===== config.mk =====
export PLATFORM = sky130hd
export DESIGN_NAME = pet_need_engine_flat
export DESIGN_NICKNAME = d
export VERILOG_FILES = /design/src/rtl/pet_need_if.sv /design/src/rtl/pet_need_engine.sv /design/src/flat_wrapper.sv
export SDC_FILE = /design/constraint.sdc
export NUM_CORES = 1
export LEC_CHECK = 0
export CELL_PAD_IN_SITES_DETAIL_PLACEMENT = 0
export CELL_PAD_IN_SITES_GLOBAL_PLACEMENT = 2
export CORE_ASPECT_RATIO = 0.6
export CORE_MARGIN = 4
export CORE_UTILIZATION = 30
export CTS_BUF_LIST = sky130_fd_sc_hd__clkbuf_4 sky130_fd_sc_hd__clkbuf_8
export CTS_CLUSTER_SIZE = 25
export DETAILED_ROUTE_END_ITERATION = 7
export PLACE_DENSITY_LB_ADDON = 0.1
export SLEW_MARGIN = 15
export SYNTH_ARGS = -nofsm -noshare
export SYNTH_HDL_FRONTEND = slang
export SYNTH_SLANG_ARGS = --single-unit

===== constraint.sdc =====
create_clock -name clk -period 2.7 [get_ports clk]
set_input_delay 0.27 -clock clk [delete_from_list [all_inputs] [get_ports clk]]
set_output_delay 0.27 -clock clk [all_outputs]
set_load 0.005 [all_outputs]

===== src/rtl/pet_need_if.sv =====
// Bundles the pet need engine's control inputs and status outputs.
// The master drives the channel controls; the engine acts as the slave.
interface pet_need_if #(
    parameter int NCH   = 4,
    parameter int LVL_W = 3,
    parameter int PER_W = 16
);
    localparam int IDX_W = (NCH > 1) ? $clog2(NCH) : 1;

    logic [NCH-1:0][PER_W-1:0] period;
    logic [NCH-1:0]            recover_en;
    logic [NCH-1:0]            boost;
    logic                      load_en;
    logic [NCH-1:0][LVL_W-1:0] load_val;
    logic [NCH-1:0][LVL_W-1:0] levels;
    logic [NCH-1:0]            low_mask;
    logic [2:0]                mood;
    logic [IDX_W-1:0]          low_idx;
    logic                      mood_chg;
    logic                      tick;

    modport master (
        output period, recover_en, boost, load_en, load_val,
        input  levels, low_mask, mood, low_idx, mood_chg, tick
    );

    modport slave (
        input  period, recover_en, boost, load_en, load_val,
        output levels, low_mask, mood, low_idx, mood_chg, tick
    );
endinterface


===== src/rtl/pet_need_engine.sv =====
// N-channel saturating need levels with per-channel decay/recover timing,
// one-shot boost, test preload and a registered mood classifier with sticky DEAD.
module pet_need_chan #(
    parameter int LVL_W   = 3,
    parameter int LVL_MAX = 5,
    parameter int PER_W   = 16
) (
    input  logic             clk,
    input  logic             rst,
    input  logic             tick,
    input  logic             freeze,
    input  logic             load_en,
    input  logic [LVL_W-1:0] load_val,
    input  logic             boost,
    input  logic             recover_en,
    input  logic [PER_W-1:0] period,
    output logic [LVL_W-1:0] level
);
    localparam logic [LVL_W:0] MAXV = (LVL_W+1)'(LVL_MAX);

    logic [PER_W-1:0] cnt;
    logic [LVL_W:0]   up_x, dn_x, ld_x;
    logic [LVL_W-1:0] up, dn, ld;
    logic             fire;

    // One extra bit so overflow/underflow is caught before it can wrap.
    assign up_x = {1'b0, level} + 1'b1;
    assign dn_x = {1'b0, level} - 1'b1;
    assign ld_x = {1'b0, load_val};
    assign up   = (up_x > MAXV) ? MAXV[LVL_W-1:0] : up_x[LVL_W-1:0];
    assign dn   = dn_x[LVL_W] ? '0 : dn_x[LVL_W-1:0];
    assign ld   = (ld_x > MAXV) ? MAXV[LVL_W-1:0] : ld_x[LVL_W-1:0];
    assign fire = tick && (period != '0) && (cnt == period - 1'b1);

    always_ff @(posedge clk) begin
        if (rst) begin
            level <= MAXV[LVL_W-1:0];
            cnt   <= '0;
        end else if (load_en) begin
            level <= ld;
            cnt   <= '0;
        end else if (!freeze) begin
            if (boost) begin
                level <= up;
                cnt   <= '0;
            end else if (period == '0) begin
                cnt <= '0;
            end else if (fire) begin
                level <= recover_en ? up : dn;
                cnt   <= '0;
            end else if (tick) begin
                cnt <= cnt + 1'b1;
            end
        end
    end
endmodule

module pet_need_engine #(
    parameter int NCH      = 4,
    parameter int LVL_W    = 3,
    parameter int LVL_MAX  = 5,
    parameter int LOW_THR  = 2,
    parameter int TICK_DIV = 50000,
    parameter int PER_W    = 16
) (
    input  logic clk,
    input  logic rst,
    pet_need_if.slave bus
);
    localparam int IDX_W = (NCH > 1) ? $clog2(NCH) : 1;
    localparam int PS_W  = $clog2(TICK_DIV);
    localparam logic [LVL_W-1:0] THR  = LVL_W'(LOW_THR);
    localparam logic [LVL_W-1:0] MAXL = LVL_W'(LVL_MAX);

    typedef enum logic [2:0] {
        M_FULL = 3'd0, M_OK = 3'd1, M_LOW = 3'd2, M_CRIT = 3'd3, M_DEAD = 3'd4
    } mood_t;

    mood_t                     mood, mood_nxt, mood_d;
    logic [NCH-1:0][LVL_W-1:0] lv;
    logic [NCH-1:0]            low_vec, low_mask;
    logic [IDX_W-1:0]          idx_nxt, low_idx;
    logic [PS_W-1:0]           presc;
    logic                      tick, load_d, dead_eff, mood_chg;
    logic                      any_zero, all_max, one_low, two_low;

    assign tick = (presc == PS_W'(TICK_DIV - 1));

    always_ff @(posedge clk) begin
        if (rst) presc <= '0;
        else     presc <= tick ? '0 : presc + 1'b1;
    end

    // A load in the previous cycle lifts the sticky DEAD so the freshly
    // loaded levels are classified on their own merits.
    assign dead_eff = (mood == M_DEAD) && !load_d;

    for (genvar g = 0; g < NCH; g++) begin : g_ch
        pet_need_chan #(.LVL_W(LVL_W), .LVL_MAX(LVL_MAX), .PER_W(PER_W)) u_ch (
            .clk        (clk),
            .rst        (rst),
            .tick       (tick),
            .freeze     (dead_eff),
            .load_en    (bus.load_en),
            .load_val   (bus.load_val[g]),
            .boost      (bus.boost[g]),
            .recover_en (bus.recover_en[g]),
            .period     (bus.period[g]),
            .level      (lv[g])
        );
    end

    always_comb begin
        low_vec  = '0;
        idx_nxt  = '0;
        any_zero = 1'b0;
        all_max  = 1'b1;
        one_low  = 1'b0;
        two_low  = 1'b0;
        for (int i = NCH - 1; i >= 0; i--) begin
            low_vec[i] = (lv[i] != '0) && (lv[i] <= THR);
            if (lv[i] == '0)  any_zero = 1'b1;
            if (lv[i] != MAXL) all_max = 1'b0;
            if (low_vec[i]) begin
                two_low = two_low | one_low;
                one_low = 1'b1;
                idx_nxt = IDX_W'(i);
            end
        end
        mood_nxt = M_OK;
        if (any_zero || dead_eff) mood_nxt = M_DEAD;
        else if (two_low)         mood_nxt = M_CRIT;
        else if (one_low)         mood_nxt = M_LOW;
        else if (all_max)         mood_nxt = M_FULL;
    end

    always_ff @(posedge clk) begin
        if (rst) begin
            mood     <= M_FULL;
            mood_d   <= M_FULL;
            low_mask <= '0;
            low_idx  <= '0;
            mood_chg <= 1'b0;
            load_d   <= 1'b0;
        end else begin
            mood     <= mood_nxt;
            mood_d   <= mood;
            low_mask <= (mood_nxt == M_DEAD) ? '0 : low_vec;
            low_idx  <= (mood_nxt == M_DEAD) ? '0 : idx_nxt;
            mood_chg <= (mood != mood_d);
            load_d   <= bus.load_en;
        end
    end

    assign bus.levels   = lv;
    assign bus.low_mask = low_mask;
    assign bus.mood     = mood;
    assign bus.low_idx  = low_idx;
    assign bus.mood_chg = mood_chg;
    assign bus.tick     = tick;
endmodule


===== src/flat_wrapper.sv =====
// flat-port wrapper written by rule: the top's interface ports become plain ports
module pet_need_engine_flat 
#(
    parameter int NCH      = 4,
    parameter int LVL_W    = 3,
    parameter int LVL_MAX  = 5,
    parameter int LOW_THR  = 2,
    parameter int TICK_DIV = 50000,
    parameter int PER_W    = 16
)
  (clk, rst, bus_period, bus_recover_en, bus_boost, bus_load_en, bus_load_val, bus_levels, bus_low_mask, bus_mood, bus_low_idx, bus_mood_chg, bus_tick);
  pet_need_if #(.NCH(NCH), .LVL_W(LVL_W), .PER_W(PER_W)) bus_i ();
  input  logic clk;
  input  logic rst;
  input wire logic [$bits(bus_i.period)-1:0] bus_period;
  input wire logic [$bits(bus_i.recover_en)-1:0] bus_recover_en;
  input wire logic [$bits(bus_i.boost)-1:0] bus_boost;
  input wire logic [$bits(bus_i.load_en)-1:0] bus_load_en;
  input wire logic [$bits(bus_i.load_val)-1:0] bus_load_val;
  output wire logic [$bits(bus_i.levels)-1:0] bus_levels;
  output wire logic [$bits(bus_i.low_mask)-1:0] bus_low_mask;
  output wire logic [$bits(bus_i.mood)-1:0] bus_mood;
  output wire logic [$bits(bus_i.low_idx)-1:0] bus_low_idx;
  output wire logic [$bits(bus_i.mood_chg)-1:0] bus_mood_chg;
  output wire logic [$bits(bus_i.tick)-1:0] bus_tick;
  assign bus_i.period = bus_period;
  assign bus_i.recover_en = bus_recover_en;
  assign bus_i.boost = bus_boost;
  assign bus_i.load_en = bus_load_en;
  assign bus_i.load_val = bus_load_val;
  assign bus_levels = bus_i.levels;
  assign bus_low_mask = bus_i.low_mask;
  assign bus_mood = bus_i.mood;
  assign bus_low_idx = bus_i.low_idx;
  assign bus_mood_chg = bus_i.mood_chg;
  assign bus_tick = bus_i.tick;
  pet_need_engine #(.NCH(NCH), .LVL_W(LVL_W), .LVL_MAX(LVL_MAX), .LOW_THR(LOW_THR), .TICK_DIV(TICK_DIV), .PER_W(PER_W)) u_core (.clk(clk), .rst(rst), .bus(bus_i));
endmodule

==> out/results.txt, run 1 <==
Status: complete, no violations
Post-detailed-route wirelength per cell: 16.1 um
Die Y: 136 um
Placement Cell Area: 11000 sq um
Slew @ Worst Pin: 0.812 ns
Layout Skew: 0.00974 ns
Maximum VDD drop: 181 uV
Max-Cap Viols: 0
Fin area: 11600 sq um
CP max FO: 7
Yosys top cell by area: dfxtp_1
Die area: 30300 sq um
Int Pwr: 0.00251 W
Core Rows: 46
Detailed placer's ending HPWL: 21300 um
Inserted Diodes: 0
Final #Nets: 1461
Tmin final: 2.60 ns
Initial Util: 0.308
Util after Layout: 0.433
Reg2Reg Depth: 11
Vias: 8694
Antenna-violating nets left: 0
Pin count of the biggest net entering global routing: 33
Max-slew violations: 0
Final std cells w/o fill: 1705
Clock power frac: 0.255
Post-Syn Instances: 1085
Leakage power: 4.33 nW
Synthesized flop and latch total: 106
Gr usage total: 0.176
Power, Total: 0.00371 W
GP Congestion: 0.851
Congestion Overflow GR: 0
FF-to-FF setup slack: 0.13 ns
Endpoints failing setup: 0
Initial antenna violation count: 0
H-tree lvl count: 3
Synth top area cells: dfxtp_1, xnor2_1, xor2_1
Buffers added on ports: 109
Clk sinks: 106
Placed cell count: 1685
Post-synth EDFFs: 0
Worst Path Required: 3.02 ns
Netlist Area Pre-Place: 8250 sq um
Final wirelength: 27500 um
Flop pwr share: 0.451
IO Count: 110
Mean Syn Cell Area: 7.60 sq um
Logic gate share of total power: 0.294
Part of the Yosys area used for sequential elements: 0.257
Area Overhead vs Synth: 40.3%
Period Utilization, post-route: 0.962
F_max: 385 MHz
CTS tree: done
Syn. warnings: 0
Worst path arrival time: 2.91 ns
Die X: 222 um
Predominant post-synthesis flop cell: dfxtp_1
Crit Path Class: in2reg
Yosys cell types: 76
Syn nets: 1205
Num CTS Buffers: 9
Final hold violation count: 0
RSZ-0062 raised after global routing: true
Power per cell area: 320 nW/um^2
Layout cell share with drive strength beyond 1: 0.216
Clock latency on the worst-skew pair: 0.39 ns
Post-Route Hold Slack: 0.507 ns
DRC Markers: 0
Via density: 5.10
R2r endpoint: u_core.g_ch[2].u_ch.level[2]
Vias in the first global route: 7953
DRT Pass-1 Iters: 4
Area share of the largest cell type after synthesis: 0.257
Root Buffer: clkbuf_8
DRT iter0 DRCs: 533
Clock Path Buffers: 2
Worst hold path depth: 2
Hold Path Class: reg2reg
Critical path endpoint category: flop
NetSw: 0.00120 W
Worst hold path endpoint: u_core.g_ch[2].u_ch.cnt[15]
Hold_sp: u_core.g_ch[2].u_ch.cnt[15]
R2r startpoint: u_core.presc[13]
Worst-path clk slew: 0.10 ns
Switch share: 0.323
Max-slew headroom: 0.452
Startpoint Class: input port
Ys async rst share: 0
Core Footprint: 26800 sq um
Global-route wire length before repair: 43800 um
-- cells in the final DEF (no fill, tap or decap), types with 12 or more instances in the layout --
master / n
nor4_1: 21
dfxtp_1: 101
buf_4: 174
nand4_1: 27
ha_1: 29
and3_1: 25
nand3_1: 60
nor3_1: 60
or2_2: 16
nor2_1: 89
xor2_1: 49
xnor2_1: 74
a31oi_1: 17
nand2_1: 97
a21oi_1: 49
or3_1: 14
clkdlybuf4s50_1: 95
o21ai_0: 38
nor2b_1: 12
inv_1: 36
o31ai_1: 14
-- area by class of cell --
| class | instances | area (sq um) |
|---|---|---|
| fill | 2779 | 15200 |
| timing repair buffer | 295 | 2580 |
| inverter | 37 | 141 |
| multi-input combinational | 892 | 6100 |
| tap | 360 | 450 |
| sequential | 106 | 2130 |
| clock buffer | 9 | 124 |
| clock inverter | 6 | 50.0 |
-- state kept, by name (all words and copies together) (netlist names) --
| name | cells |
|---|---|
| u_core.presc | 16 |
| u_core.g_ch.u_ch.level | 12 |
| u_core.mood_d | 3 |
| u_core.load_d | 1 |
| u_core.g_ch.u_ch.cnt | 64 |
| u_core.bus.low_mask | 4 |
| u_core.bus.mood_chg | 1 |
| u_core.bus.mood | 3 |
| u_core.bus.low_idx | 2 |
-- metal layers --
metal / vias up / wire length (um) / GRT usage
li1: 4480 / - / -
met2: 189 / 10200 / 0.232
met3: 17 / 1010 / 0.0242
met4: 0 / 255 / 0.0317
met1: 4008 / 16000 / 0.294
met5: - / 0 / 0
-- power groups by stage --
stage | clock [W] | sequential, W | combinational [W]
final | 0.000947 | 0.00167 | 0.00109
after global routing | 0.00104 | 0.00168 | 0.00119
after CTS | 0.00101 | 0.00167 | 0.00106
after detailed placement | 0 | 0.00171 | 0.00105
after global placement | 0 | 0.00170 | 0.00106
after floorplan | 0 | 0.00169 | 0.000486
-- timing repair --
item	CTS	global route
setup endpoints to repair	46	76
hold buffers	0	0
resized for setup	41	54
setup buffers	3	1
cloned	0	2
pin swaps	19	24
-- stage by stage --
stage	worst slack (ns)	setup TNS, ns
final	0.104	0
after global routing	-0.0346	-0.281
after CTS	-0.0457	-0.114
after detailed placement	-0.693	-27.75
after global placement	-0.607	-29.13
after floorplan	-0.0276	-0.0276
-- synthesized netlist by cell type, types with 26 or more instances --
cell type,instances
ha_1,33
clkbuf_1,44
a21oi_1,53
nand2_1,98
inv_1,37
o21ai_0,42
dfxtp_1,106
nor2_1,89
xor2_1,50
nand4_1,27
nor3_1,64
xnor2_1,74
and3_1,26
nor4_1,30
nand3_1,62
-- worst max-delay path by stage --
stage | startpoint | end | slack (ns) | cells after the start
detailed placement | bus_period[18] | u_core.g_ch[1].u_ch.level[0] | -0.69 | 11
finish | bus_period[32] | u_core.g_ch[2].u_ch.level[2] | 0.10 | 13
global placement | bus_period[18] | u_core.g_ch[1].u_ch.level[0] | -0.61 | 11
CTS | u_core.presc[1] | u_core.g_ch[2].u_ch.level[0] | -0.05 | 12
floorplan | bus_period[38] | u_core.g_ch[2].u_ch.level[1] | -0.03 | 8
global route | bus_period[49] | u_core.g_ch[3].u_ch.cnt[15] | -0.03 | 12
-- logic make-up after synthesis --
logic type / Yosys count / synth area share
AND/OR/NAND/NOR: 515 / 0.333
AO/OA/AOI/OAI: 208 / 0.170
XOR/XNOR: 125 / 0.135
flip-flops: 106 / 0.257
buffers and inverters: 87 / 0.0406
adder cells (fa/ha/maj): 33 / 0.0501
multiplexers: 11 / 0.0137
-- critical path: stages --
cell and delay (ns):
dlygate4sd2_1 0.26, inv_1 0.08, ha_2 0.20, buf_6 0.13, nand2b_1 0.07, or4_4 0.51, a22oi_2 0.18, nand3_1 0.11
or4_4 0.45, o41ai_4 0.25, buf_4 0.20, nor3_2 0.05, a31oi_1 0.15
(Power assumes the default switching activity.)
==> run 2: changes to the inputs <==
--- a/config.mk
+++ b/config.mk
@@ -13,7 +13,7 @@
 export CTS_BUF_LIST = sky130_fd_sc_hd__clkbuf_4 sky130_fd_sc_hd__clkbuf_8
 export CTS_CLUSTER_SIZE = 25
 export DETAILED_ROUTE_END_ITERATION = 7
-export PLACE_DENSITY_LB_ADDON = 0.1
+export PLACE_DENSITY = 0.81
 export SLEW_MARGIN = 15
 export SYNTH_ARGS = -nofsm -noshare
 export SYNTH_HDL_FRONTEND = slang
==> run 2 against run 1 <==
Critical path depth unchanged. Sequential power hardly changed. Fmax down 0.29%. Via count is 1.5% higher. Final cell count is 0.18% lower. Largest cell class unchanged. Sequential share of layout area decreased by 0.10 points. Critical endpoint is now u_core.g_ch[1].u_ch.cnt[11]. Highest routed layer unchanged. Utilization up 0.19 points.
==> out/results.txt, run 2 (same netlist as run 1, synthesis figures left out) <==
Clock latency on the worst-skew pair: 0.40 ns (about the same)
Gr usage total: 0.173 (-0.00340)
Post-detailed-route wirelength per cell: 15.8 um (-1.7%)
Vias: 8828 (+1.5%)
Clk sinks: 106 (unchanged)
Inserted Diodes: 0 (unchanged)
Clock Path Buffers: 2 (unchanged)
Hold Path Class: reg2reg
Die Y: 136 um (unchanged)
Status: complete, no violations
Placement Cell Area: 11000 sq um (-0.70%)
Worst Path Required: 3.03 ns (about the same)
Endpoints failing setup: 0 (unchanged)
Initial antenna violation count: 1 (+1)
Worst-path clk slew: 0.12 ns (+0.02 ns)
Max-Cap Viols: 0 (unchanged)
Buffers added on ports: 109 (unchanged)
Startpoint Class: input port
Fin area: 11600 sq um (+0.43%)
Pre-CTS setup slack: -0.592 ns (+0.101 ns)
Initial Util: 0.308 (unchanged)
Die area: 30300 sq um (unchanged)
Tmin final: 2.60 ns (+0.00760 ns)
Root Buffer: clkbuf_8
Worst path arrival time: 2.93 ns (+0.02 ns)
Layout Skew: 0.0142 ns (+0.00442 ns)
Layout cell share with drive strength beyond 1: 0.215 (-0.00101)
Commonest non-fill, non-tap cell in the layout: buf_4
Final #Nets: 1457 (-0.27%)
Vias in the first global route: 7945 (-0.10%)
Die X: 222 um (unchanged)
DRT Pass-1 Iters: 6 (+2)
Max reg flops: 64 (unchanged)
Maximum VDD drop: 207 uV (+14%)
Core Rows: 46 (unchanged)
Pin count of the biggest net entering global routing: 33 (unchanged)
DRT iter0 DRCs: 650 (+22%)
DRC Markers: 0 (unchanged)
Biggest register: u_core.g_ch.u_ch.cnt
Num CTS Buffers: 9 (unchanged)
Final wirelength: 27000 um (-1.8%)
Crit Path Class: in2reg
Area Overhead vs Synth: 41.0%
Largest regs: u_core.g_ch.u_ch.cnt (64), u_core.presc (16), u_core.g_ch.u_ch.level (12)
Leakage power: 4.40 nW (+1.7%)
CTS tree: done
Filler instances: 2686 (-3.3%)
CP max FO: 6 (-1)
IO Count: 110 (unchanged)
RSZ-0062 raised after global routing: false
Detailed placer's ending HPWL: 20900 um (-1.5%)
Core Footprint: 26800 sq um (unchanged)
CTS Hold Bufs: 0 (unchanged)
Period Utilization, post-route: 0.964 (+0.00282)
Antenna-violating nets left: 0 (unchanged)
Final hold violation count: 0 (unchanged)
Setup ws final: 0.0961 ns (-0.00760 ns)
Commonest cells after routing, fill and taps aside: buf_4, dfxtp_1, nand2_1
Slew @ Worst Pin: 0.687 ns (-0.125 ns)
Power per cell area: 323 nW/um^2 (+0.83%)
Via density: 5.19 (+1.7%)
Max-slew violations: 0 (unchanged)
H-tree lvl count: 3 (unchanged)
Congestion Overflow GR: 0 (unchanged)
GP Congestion: 0.858 (+0.80%)
FF+latch area: 2130 sq um (-0.12%)
F_max: 384 MHz (-0.29%)
Critical path endpoint category: flop
Multi-input logic area: 6170 sq um (+1.2%)
Global-route wire length before repair: 42900 um (-1.9%)
Max-slew headroom: 0.537 (+0.0856)
## run 2: layout make-up
type | count | share of cell area
multi-input combinational | 892 | 0.531
timing repair buffer | 291 | 0.219
sequential | 106 | 0.183
tap | 360 | 0.0387
inverter | 37 | 0.0119
clock buffer | 10 | 0.0118
clock inverter | 6 | 0.00463
## run 2: power breakdown
group / internal (W) / total (W) / switching, W
Combinational: 0.000540 / 0.00106 / 0.000516
Sequential: 0.00161 / 0.00168 / 0.0000652
Clock: 0.000383 / 0.00102 / 0.000638
## run 2: critical path: stages
cell	delay (ns)
clkdlybuf4s50_1	0.44
buf_4	0.17
buf_4	0.14
or4_1	0.53
a21oi_2	0.16
a2111oi_2	0.08
nand4_1	0.11
buf_4	0.14
buf_6	0.11
nand3_4	0.09
or2_4	0.29
clkbuf_16	0.17
o31ai_4	0.22
## run 2: worst paths after layout
check,from,to,slack [ns],depth (start not counted)
worst max register to register,u_core.g_ch[2].u_ch.cnt[2],u_core.g_ch[2].u_ch.level[0],0.12,8
worst max-delay path,bus_period[23],u_core.g_ch[1].u_ch.cnt[11],0.1,13
worst min register to register,u_core.g_ch[2].u_ch.cnt[15],u_core.g_ch[2].u_ch.cnt[15],0.51,2
worst min-delay path,u_core.g_ch[2].u_ch.cnt[15],u_core.g_ch[2].u_ch.cnt[15],0.51,2
## run 2: per-layer routing
metal | vias to the layer above | wire (um) | global-route usage
li1 | 4476 | - | -
met5 | - | 0 | 0
met2 | 202 | 10500 | 0.235
met1 | 4129 | 15100 | 0.284
met3 | 21 | 1150 | 0.0259
met4 | 0 | 199 | 0.0258
## run 2: what timing repair did
action | CTS | global route
gates cloned | 1 | 1
pin swaps | 17 | 18
gates resized for setup | 40 | 59
buffers inserted | 5 | 5
setup endpoints to repair | 41 | 77
## run 2: through the flow
step | util | setup TNS [ns] | hold slack (ns) | total power (W) | std cells
after global routing | 0.434 | 0 | 0.529 | 0.00395 | 1702
after floorplan | - | -0.0276 | 0.375 | 0.00218 | 1085
after global placement | 0.410 | -25.64 | 0.485 | 0.00273 | 1678
final | 0.434 | 0 | 0.512 | 0.00376 | 1702
after detailed placement | 0.410 | -26.86 | 0.495 | 0.00273 | 1678
after CTS | 0.422 | 0 | 0.511 | 0.00377 | 1700
